**config.mk**
```make
export PLATFORM = sky130hd
export DESIGN_NAME = param_reg_bank
export DESIGN_NICKNAME = d
export VERILOG_FILES = /design/src/rtl/param_reg_bank.sv
export SDC_FILE = /design/constraint.sdc
export NUM_CORES = 1
export LEC_CHECK = 0
export ABC_CLOCK_PERIOD_IN_PS = 2700
export CORE_ASPECT_RATIO = 1.4
export CORE_MARGIN = 8
export CORE_UTILIZATION = 54
export DETAILED_ROUTE_END_ITERATION = 6
export PLACE_DENSITY = 0.77
export RECOVER_POWER = 100
export SYNTH_ARGS = -nofsm -noshare
export SYNTH_HDL_FRONTEND = slang
export SYNTH_SLANG_ARGS = --single-unit
export TNS_END_PERCENT = 50
```
**constraint.sdc**
```tcl
create_clock -name clk -period 2.7 [get_ports clk]
set_clock_uncertainty 0.2 [all_clocks]
set_input_delay 0.405 -clock clk [delete_from_list [all_inputs] [get_ports clk]]
set_output_delay 0.405 -clock clk [all_outputs]
set_load 0.01 [all_outputs]
```
**src/rtl/param_reg_bank.sv**
```systemverilog
// Parametrised control/status register bank: NUM_REGS RW data registers with RO mirrors,
// a sticky W1C change-status register, and a registered valid/ready response. Optional macro: REGBANK_ERR_EN.
module param_reg_bank #(
  parameter int unsigned       NUM_REGS = 2,
  parameter int unsigned       DATA_W   = 32,
  parameter int unsigned       ADDR_W   = 10,
  parameter logic [DATA_W-1:0] RST_EVEN = '0,
  parameter logic [DATA_W-1:0] RST_ODD  = '1
) (
  input  logic                clk,
  input  logic                rst_n,
  input  logic                req_valid,
  output logic                req_ready,
  input  logic                req_write,
  input  logic [ADDR_W-1:0]   req_addr,
  input  logic [DATA_W-1:0]   req_wdata,
  input  logic [DATA_W/8-1:0] req_wstrb,
  output logic                rsp_valid,
  input  logic                rsp_ready,
  output logic [DATA_W-1:0]   rsp_rdata,
  output logic                rsp_err
);

  localparam int unsigned       STRB_W      = DATA_W / 8;
  localparam int unsigned       IDX_W       = ADDR_W - 3;
  localparam logic [ADDR_W-1:0] STATUS_ADDR = {{(ADDR_W-2){1'b1}}, 2'b00};

  typedef enum logic {
    RSP_EMPTY = 1'b0,
    RSP_FULL  = 1'b1
  } rsp_state_e;

  rsp_state_e          r_state;
  rsp_state_e          w_state_next;
  logic [DATA_W-1:0]   r_data [NUM_REGS];
  logic [NUM_REGS-1:0] r_status;
  logic [DATA_W-1:0]   r_rsp_rdata;
  logic                r_rsp_err;

  logic                w_accept;
  logic                w_aligned;
  logic [IDX_W-1:0]    w_idx;
  logic                w_status_hit;
  logic [NUM_REGS-1:0] w_data_sel;
  logic [NUM_REGS-1:0] w_mirror_sel;
  logic [DATA_W-1:0]   w_wmask;
  logic [DATA_W-1:0]   w_merged [NUM_REGS];
  logic [NUM_REGS-1:0] w_wr_en;
  logic [NUM_REGS-1:0] w_status_set;
  logic [NUM_REGS-1:0] w_status_clr;
  logic [DATA_W-1:0]   w_rd_value;
  logic                w_err;

  assign req_ready = (r_state == RSP_EMPTY) || rsp_ready;
  assign w_accept  = req_valid && req_ready;

  // Address decode: the STATUS constant has zero low bits, so an exact match implies alignment.
  assign w_aligned    = (req_addr[1:0] == 2'b00);
  assign w_idx        = req_addr[ADDR_W-1:3];
  assign w_status_hit = (req_addr == STATUS_ADDR);

  // NOTE: every always_comb output gets a default first so no path can leave it unassigned (no latches).
  always_comb begin
    w_data_sel   = '0;
    w_mirror_sel = '0;
    for (int i = 0; i < NUM_REGS; i++) begin
      w_data_sel[i]   = w_aligned && !req_addr[2] && (w_idx == IDX_W'(i));
      w_mirror_sel[i] = w_aligned &&  req_addr[2] && (w_idx == IDX_W'(i));
    end
  end

  always_comb begin
    w_wmask = '0;
    for (int b = 0; b < STRB_W; b++) begin
      w_wmask[8*b +: 8] = {8{req_wstrb[b]}};
    end
  end

  // Byte-lane merge and change detection; a zero strobe merges back to the old value.
  always_comb begin
    w_wr_en      = '0;
    w_status_set = '0;
    for (int i = 0; i < NUM_REGS; i++) begin
      w_merged[i]     = (r_data[i] & ~w_wmask) | (req_wdata & w_wmask);
      w_wr_en[i]      = w_accept && req_write && w_data_sel[i];
      w_status_set[i] = w_wr_en[i] && (w_merged[i] != r_data[i]);
    end
  end

  assign w_status_clr = (w_accept && req_write && w_status_hit)
                      ? (req_wdata[NUM_REGS-1:0] & w_wmask[NUM_REGS-1:0])
                      : '0;

  always_comb begin
    w_rd_value = '0;
    for (int i = 0; i < NUM_REGS; i++) begin
      if (w_data_sel[i] || w_mirror_sel[i]) begin
        w_rd_value = r_data[i];
      end
    end
    if (w_status_hit) begin
      w_rd_value = DATA_W'(r_status);
    end
  end

`ifdef REGBANK_ERR_EN
  assign w_err = !((|w_data_sel) || (|w_mirror_sel) || w_status_hit)
              || (req_write && (|w_mirror_sel));
`else
  assign w_err = 1'b0;
`endif

  // NOTE: sequential state uses non-blocking assignments so all flops update from pre-edge values.
  always_ff @(posedge clk or negedge rst_n) begin
    if (!rst_n) begin
      for (int i = 0; i < NUM_REGS; i++) begin
        r_data[i] <= (i % 2 == 0) ? RST_EVEN : RST_ODD;
      end
    end else begin
      for (int i = 0; i < NUM_REGS; i++) begin
        if (w_wr_en[i]) begin
          r_data[i] <= w_merged[i];
        end
      end
    end
  end

  always_ff @(posedge clk or negedge rst_n) begin
    if (!rst_n) begin
      r_status <= '0;
    end else begin
      r_status <= (r_status & ~w_status_clr) | w_status_set;
    end
  end

  always_ff @(posedge clk or negedge rst_n) begin
    if (!rst_n) begin
      r_state <= RSP_EMPTY;
    end else begin
      r_state <= w_state_next;
    end
  end

  always_comb begin
    w_state_next = r_state;
    case (r_state)
      RSP_EMPTY: if (w_accept) w_state_next = RSP_FULL;
      RSP_FULL:  if (!w_accept && rsp_ready) w_state_next = RSP_EMPTY;
    endcase
  end

  // Payload only moves on acceptance, so it holds stable while the consumer stalls.
  always_ff @(posedge clk or negedge rst_n) begin
    if (!rst_n) begin
      r_rsp_rdata <= '0;
      r_rsp_err   <= 1'b0;
    end else if (w_accept) begin
      r_rsp_rdata <= req_write ? '0 : w_rd_value;
      r_rsp_err   <= w_err;
    end
  end

  assign rsp_valid = (r_state == RSP_FULL);
  assign rsp_rdata = r_rsp_rdata;
  assign rsp_err   = r_rsp_err;

endmodule

```
==> summary.txt, run 1 <==
Outcome
  • Outcome: finished clean

Synth
  • Sequential-to-total area share from yosys stat: 48.3%
  • Asr flop ratio synth: 100%
  • Area contributors post-synth: dfrtp_1 32%, dfstp_2 16%, mux2_4 14%
  • Cells after synthesis: around 450
  • Fraction of synthesized cell area in xor and xnor cells: ~6.6%
  • #FFs+latches synth: 99
  • Most instantiated cells after synthesis: 67 x dfrtp_1, 49 x mux2_4, 41 x inv_1, 41 x nand2_1, 37 x o21ai_0
  • Synth warnings: 0
  • Mapped Area: around 5200 sq um
  • Post-synth top area cell: dfrtp_1
  • Multiplexer share of the synthesized area: between 10% and 20%
  • Synth Area in Compound Gates: between 10% and 20%
  • Syn avg cell area: approximately 12 sq um
  • Simple-Gate Fraction of Synth Area: 9.56%
  • Area share of the largest cell type after synthesis: 32.2%
  • Post-synth EDFFs: 0
  • Adder-cell share of the synthesized area: 0%
  • Unique masters post-synth: 37
  • Primary FF master, synth: dfrtp_1
  • Largest family of logic cells by synthesized area: multiplexers
  • Top-count cell post-synth: dfrtp_1
  • Post-Syn Nets: 498

Pwr
  • Leak: ~3.0 nW
  • Cell area power density: 477 nW/um^2
  • Design Power: 3.04 mW
  • Max rail drop VDD: roughly 0.00026 V

CTS
  • CTS HTree Levels: 3
  • Worst skew pair latency: roughly 0.34 ns
  • Clock Tree Buf Depth: 2
  • Clk slew on worst S/H paths: roughly 0.070 ns
  • CTS sink cnt: just under 100
  • CTS buffer count: 9
  • Post CTS Setup Buffer Count: 0
  • Post-CTS Hold Fix Bufs: 1
  • Root Driver: clkbuf_16
  • Resize count post-CTS: 0
  • CTS tree: yes

Timing
  • RSZ-0062 raised after global routing: no
  • Final count of pins violating max slew: 0
  • Slew HR: 46.2%
  • Worst Tran Pin Value: 0.807 ns
  • Final period utilization: ~88%
  • Final setup margin: 0.329 ns
  • Final hold vios: 0
  • Setup TNS: 0 ns
  • Period minus WS final: 2.37 ns
  • Setup violations, final: 0
  • Max Clk Rate: 422 MHz

Route
  • Via/cell ratio: around 6
  • DRT Pass-1 Iters: 6
  • DR iter-0 viols: approximately 220
  • WL/cell: 19.6 um
  • Routed via count: between 3000 and 4000
  • Antenna-violating nets left: 0
  • Final wirelength: about 13000 um
  • DRC viols: 0

Worst setup path
  • CP endpoint kind: flip-flop
  • Critical path type: in -> reg
  • Slowest library cell on the worst path: dlygate4sd3_1
  • Required @ worst endpoint: 2.71 ns
  • Worst Path Arrival: 2.38 ns
  • Crit start category: primary input
  • CP Buf/Inv Count: 1
  • Peak per-stage delay on the critical path: a little under 0.6 ns
  • Critical path, cell by cell: dlygate4sd3_1 -> xnor2_1 -> o221ai_1 -> o41ai_1 -> nand3_1 -> a211oi_1 -> o21ai_0
  • Top cell family by delay on the critical path: compound AO/OA/AOI/OAI gates
  • Crit Path Max Fanout: 2

Cells and area
  • Share of layout cells above drive strength 1: approximately 14%
  • Final net count: about 590
  • Area grow syn2layout: 22.4%
  • Inserted Diodes: 0

GRT
  • Gr usage total: 20.5%
  • First-pass GRT wire length: 21400 um
  • Vias in the first global route: about 4200
  • Initial antenna violation count: 0
  • Largest net degree at the start of global routing: 48
  • Grt ovf: 0

Placement
  • Pre-CTS WS: 0.0408 ns
  • Post-DP HPWL: around 9500 um
  • Routability congestion estimate from global placement: between 0.8 and 0.9
  • IO Port Bufs: 84

Worst hold path
  • Worst Hold Class: reg -> reg

Job
  • Max cap viols: 0

Floorplan
  • Initial Util: 55.4%
  • Die Wd: 99.0 um
  • # IOs: 86
  • Chip height: about 130 um
  • Die ar.: between 10000 and 15000 sq um
  • Row count: 42
  • Core area: between 9000 and 10000 sq um
worst register-to-register path: stages, from the launching register on:
cell      delay [ns]
dfrtp_1         0.41
xnor2_1         0.22
o221ai_1        0.14
o41ai_1         0.49
nand3_1         0.13
a211oi_1        0.29
o21ai_0         0.13
final cells by class:
cell class / count / area, sq um
fillers: 734 / 3030
flip-flops and latches: 99 / 2520
multi-input cells: 287 / 2250
repair buffers: 102 / 1020
clock buffers: 12 / 246
inverters: 41 / 154
well taps: 110 / 138
clock inverters: 4 / 48.8
worst paths after layout:
check / cells past startpoint / startpoint / slack, ns / to
max in group asynchronous: 3 / rst_n / 0.62 / rsp_valid
max: 7 / req_wdata[13] / 0.33 / r_status[0]
max reg2reg: 6 / r_data[45] / 0.56 / r_status[0]
min: 2 / rsp_rdata[12] / 0.27 / rsp_rdata[12]
min in group asynchronous: 2 / rst_n / 0.48 / rsp_rdata[29]
min reg2reg: 2 / rsp_rdata[12] / 0.27 / rsp_rdata[12]
power breakdown:
part	switching, mW	internal (mW)	leakage (nW)
clock	0.535	0.744	0.147
combinational	0.148	0.118	1.63
sequential	0.00395	1.49	1.24
total	0.687	2.35	3.02
state kept, by name, summed over array words and instances, names as in the netlist:
name and flops:
rsp_rdata 32, r_status 2, rsp_valid 1, r_data 64
placed cells by master, fill, tap and decap left out, types with 3 or more instances in the layout:
master | Yosys | final
mux2_1 | 0 | 46
nand4_1 | 8 | 8
o22ai_1 | 17 | 17
clkbuf_1 | 13 | 3
dfstp_2 | 32 | 32
mux2_4 | 49 | 3
o221ai_1 | 4 | 4
dfrtp_1 | 67 | 67
nand2_1 | 41 | 41
a21oi_1 | 3 | 3
nor4_1 | 3 | 4
nand3_1 | 3 | 3
mux2i_1 | 15 | 15
buf_4 | 5 | 10
xnor2_1 | 22 | 22
o41ai_1 | 5 | 5
a22oi_1 | 33 | 33
inv_1 | 41 | 41
o21ai_0 | 37 | 37
nand2_8 | 8 | 8
buf_12 | 0 | 4
clkdlybuf4s50_1 | 0 | 47
a222oi_1 | 3 | 3
clkbuf_16 | 0 | 9
dlygate4sd3_1 | 0 | 37
xor2_1 | 17 | 17
layer usage:
layer | track usage (%) | up-vias | share of wire [%]
li1 | - | 1779 | -
met1 | 24.1 | 1965 | 41
met2 | 34.0 | 147 | 50
met3 | 5.50 | 29 | 6.6
met4 | 9.00 | 0 | 2.9
met5 | 0 | - | 0
stage by stage:
step	area, sq um	hold WS, ns	instances	utilization, %
2_1_floorplan	5210	-0.0906	447	-
3_3_place_gp	6270	0.168	638	66.7
3_5_place_dp	6270	0.177	638	66.7
4_1_cts	6580	0.283	655	69.9
5_1_grt	6380	0.291	655	67.8
6_report	6380	0.271	655	67.8
logic make-up (layout without fill, tap and decap cells):
family / count (synthesis) / after routing
muxes: 64 / 64
DFF: 99 / 99
xor gates and xnor gates: 39 / 39
other: 1 / 1
buffers and inverters: 61 / 159
and+or+nand+nor: 76 / 76
AOI/OAI and AO/OA: 107 / 107
Power figures use the tool's default switching activity.
==> run 2, diff against run 1 <==
Settings changed: SLEW_MARGIN from default to 0.
==> results of run 2 <==
No change in the layout: final DEF, timing and power equal those of run 1.
==> run 3, diff against run 2 <==
Settings changed: CORE_UTILIZATION 54 to 64, DONT_BUFFER_PORTS from default to 1, PLACE_DENSITY 0.77 to 0.76.
==> summary.txt, run 3 (synthesized netlist as in run 1, its figures left out) <==
Worst setup path
  • CP Buf/Inv Count: 1 (unchanged)
  • Crit start category: flip-flop
  • Crit Path Max Fanout: 8 (+6)
  • Slowest library cell on the worst path: nor4b_1
  • Worst Path Arrival: 2.44 ns (+0.06 ns)
  • CP startpoint: rsp_valid
  • Peak per-stage delay on the critical path: 0.44 ns (-0.14 ns)
  • R2R depth: 7 (+1)
  • Critical path type: reg -> reg
  • FF-to-FF End: r_data[48]
  • Critical Path End: r_data[48]
  • Top cell family by delay on the critical path: simple AND/OR/NAND/NOR gates
  • Critical path, cell by cell: nand2b_1 -> nand2_1 -> nor4b_1 -> and2b_1 -> buf_4 -> nand2_8 -> mux2_1
  • RR Startpoint: rsp_valid
  • CP endpoint kind: flip-flop
  • Reg2Reg Setup Slack: 0.29 ns (-0.27 ns)
  • Critical Path Stages: 7 (unchanged)
  • Required @ worst endpoint: 2.72 ns (about the same)

Route
  • DRT Pass-1 Iters: 5 (-1)
  • Via/cell ratio: 6.16 (+2.9%)
  • WL/cell: 21.7 um (+11%)
  • DR iter-0 viols: 219 (+0.46%)
  • Routed via count: 3604 (-8.1%)
  • Final wirelength: 12700 um (-0.84%)
  • DRC viols: 0 (unchanged)
  • Antenna-violating nets left: 0 (unchanged)

Timing
  • Final count of pins violating max slew: 0 (unchanged)
  • Period minus WS final: 2.41 ns (+0.0426 ns)
  • Setup violations, final: 0 (unchanged)
  • Final hold vios: 100 (+100)
  • Worst Tran Pin Value: 0.908 ns (+0.102 ns)
  • Slew HR: 39.5% (-6.8 points)
  • RSZ-0062 raised after global routing: no
  • Setup TNS: 0 ns (unchanged)
  • Final period utilization: 89.4% (+1.6 points)
  • Max Clk Rate: 414 MHz (-1.8%)
  • Final hold slack: -0.452 ns (-0.723 ns)

Floorplan
  • Die Wd: 92.3 um (-6.8%)
  • Chip height: 123 um (-7.2%)
  • Core area: 8050 sq um (-14%)
  • Die ar.: 11300 sq um (-13%)
  • Row count: 39 (-7.1%)
  • # IOs: 86 (unchanged)
  • Initial Util: 64.7% (+9.3 points)

Pwr
  • Leak: 2.67 nW (-12%)
  • Cell Int Power: 2.27 mW (-3.6%)
  • Clock power share: 43.1% (+1.0 points)
  • Sw Share: 21.5% (-1.1 points)
  • Cell area power density: 508 nW/um^2 (+6.6%)
  • Max rail drop VDD: 0.000414 V (+56%)
  • Comb pwr share: 5.1% (-3.7 points)
  • Psw: 0.620 mW (-9.8%)
  • Reg power frac: 51.8% (+2.6 points)

CTS
  • Worst skew pair latency: 0.35 ns (about the same)
  • CTS tree: yes
  • Post CTS Setup Buffer Count: 0 (unchanged)
  • CTS buffer count: 9 (unchanged)
  • Resize count post-CTS: 0 (unchanged)
  • CTS HTree Levels: 3 (unchanged)
  • CTS sink cnt: 99 (unchanged)
  • Clk slew on worst S/H paths: 0.07 ns (about the same)
  • Clock Tree Buf Depth: 2 (unchanged)
  • Post-CTS Hold Fix Bufs: 31 (+30)
  • Root Driver: clkbuf_16

Cells and area
  • Area of the multi-input gates: 2210 sq um (-1.8%)
  • Top reg by flops: r_data
  • Most frequent cells in the layout: 67 x dfrtp_1, 46 x mux2_1, 41 x nand2_1, 41 x inv_1, 37 x o21ai_0
  • Storage element area: 2520 sq um (unchanged)
  • Max reg flops: 64 (unchanged)
  • Share of layout cells above drive strength 1: 14.5% (+0.36 points)
  • Final Util: 70.6% (+2.8 points)
  • Area grow syn2layout: 9.03%
  • # fillers: 632 (-14%)
  • Commonest non-fill, non-tap cell in the layout: dfrtp_1
  • Inserted Diodes: 0 (unchanged)
  • Final net count: 529 (-10%)

Outcome
  • Failing checks: hold timing
  • Outcome: finished, violations left

GRT
  • Largest net degree at the start of global routing: 100 (+110%)
  • Gr usage total: 23.7% (+3.2 points)
  • Vias in the first global route: 3937 (-6.6%)
  • Initial antenna violation count: 0 (unchanged)
  • Grt ovf: 0 (unchanged)
  • First-pass GRT wire length: 20800 um (-2.7%)

Worst hold path
  • Worst Hold Class: in -> async

Placement
  • Routability congestion estimate from global placement: 0.895 (+3.9%)
  • Post-DP HPWL: 8710 um (-8.1%)
  • IO Port Bufs: 0 (-100%)

Job
  • Max cap viols: 0 (unchanged)
run 3: final cells by class:
class | count | area share, %
Clock buffer | 13 | 4.76
Clock inverter | 3 | 0.374
Inverter | 41 | 2.71
Multi-Input combinational cell | 287 | 39.0
Sequential cell | 99 | 44.3
Tap cell | 102 | 2.25
Timing Repair Buffer | 40 | 6.65
run 3: worst min-delay path by stage:
stage,end,slack [ns],cells after the start
2_1_floorplan,r_data[32],-0.09,0
3_3_place_gp,rsp_rdata[19],-0.09,0
3_5_place_dp,rsp_rdata[13],-0.09,0
4_1_cts,rsp_rdata[15],-0.46,0
5_1_grt,r_data[54],-0.47,0
6_report,r_data[58],-0.45,0
run 3: per-layer routing:
metal	wire length (um)	track usage [%]	vias to the layer above
met5	0	0	-
met2	6510	40.4	115
met3	938	6.73	23
li1	-	-	1654
met4	324	11.2	0
met1	4930	26.8	1812
run 3: per-stage QoR:
step	setup WS, ns	power (mW)	std cells	hold slack [ns]	area (sq um)
after floorplan	0.595	1.62	447	-0.0906	5210
after global routing	0.113	2.96	585	-0.467	5680
after CTS	0.259	2.91	585	-0.462	5900
after detailed placement	0.237	1.63	538	-0.0871	5300
after global placement	0.337	1.63	538	-0.0867	5300
final	0.286	2.89	585	-0.452	5680
run 3: power groups by stage:
stage / clock (mW) / sequential [mW] / combinational, mW
floorplan: 0 / 1.52 / 0.100
global placement: 0 / 1.52 / 0.105
detailed placement: 0 / 1.52 / 0.107
CTS: 1.26 / 1.50 / 0.152
global route: 1.31 / 1.50 / 0.159
finish: 1.24 / 1.50 / 0.148
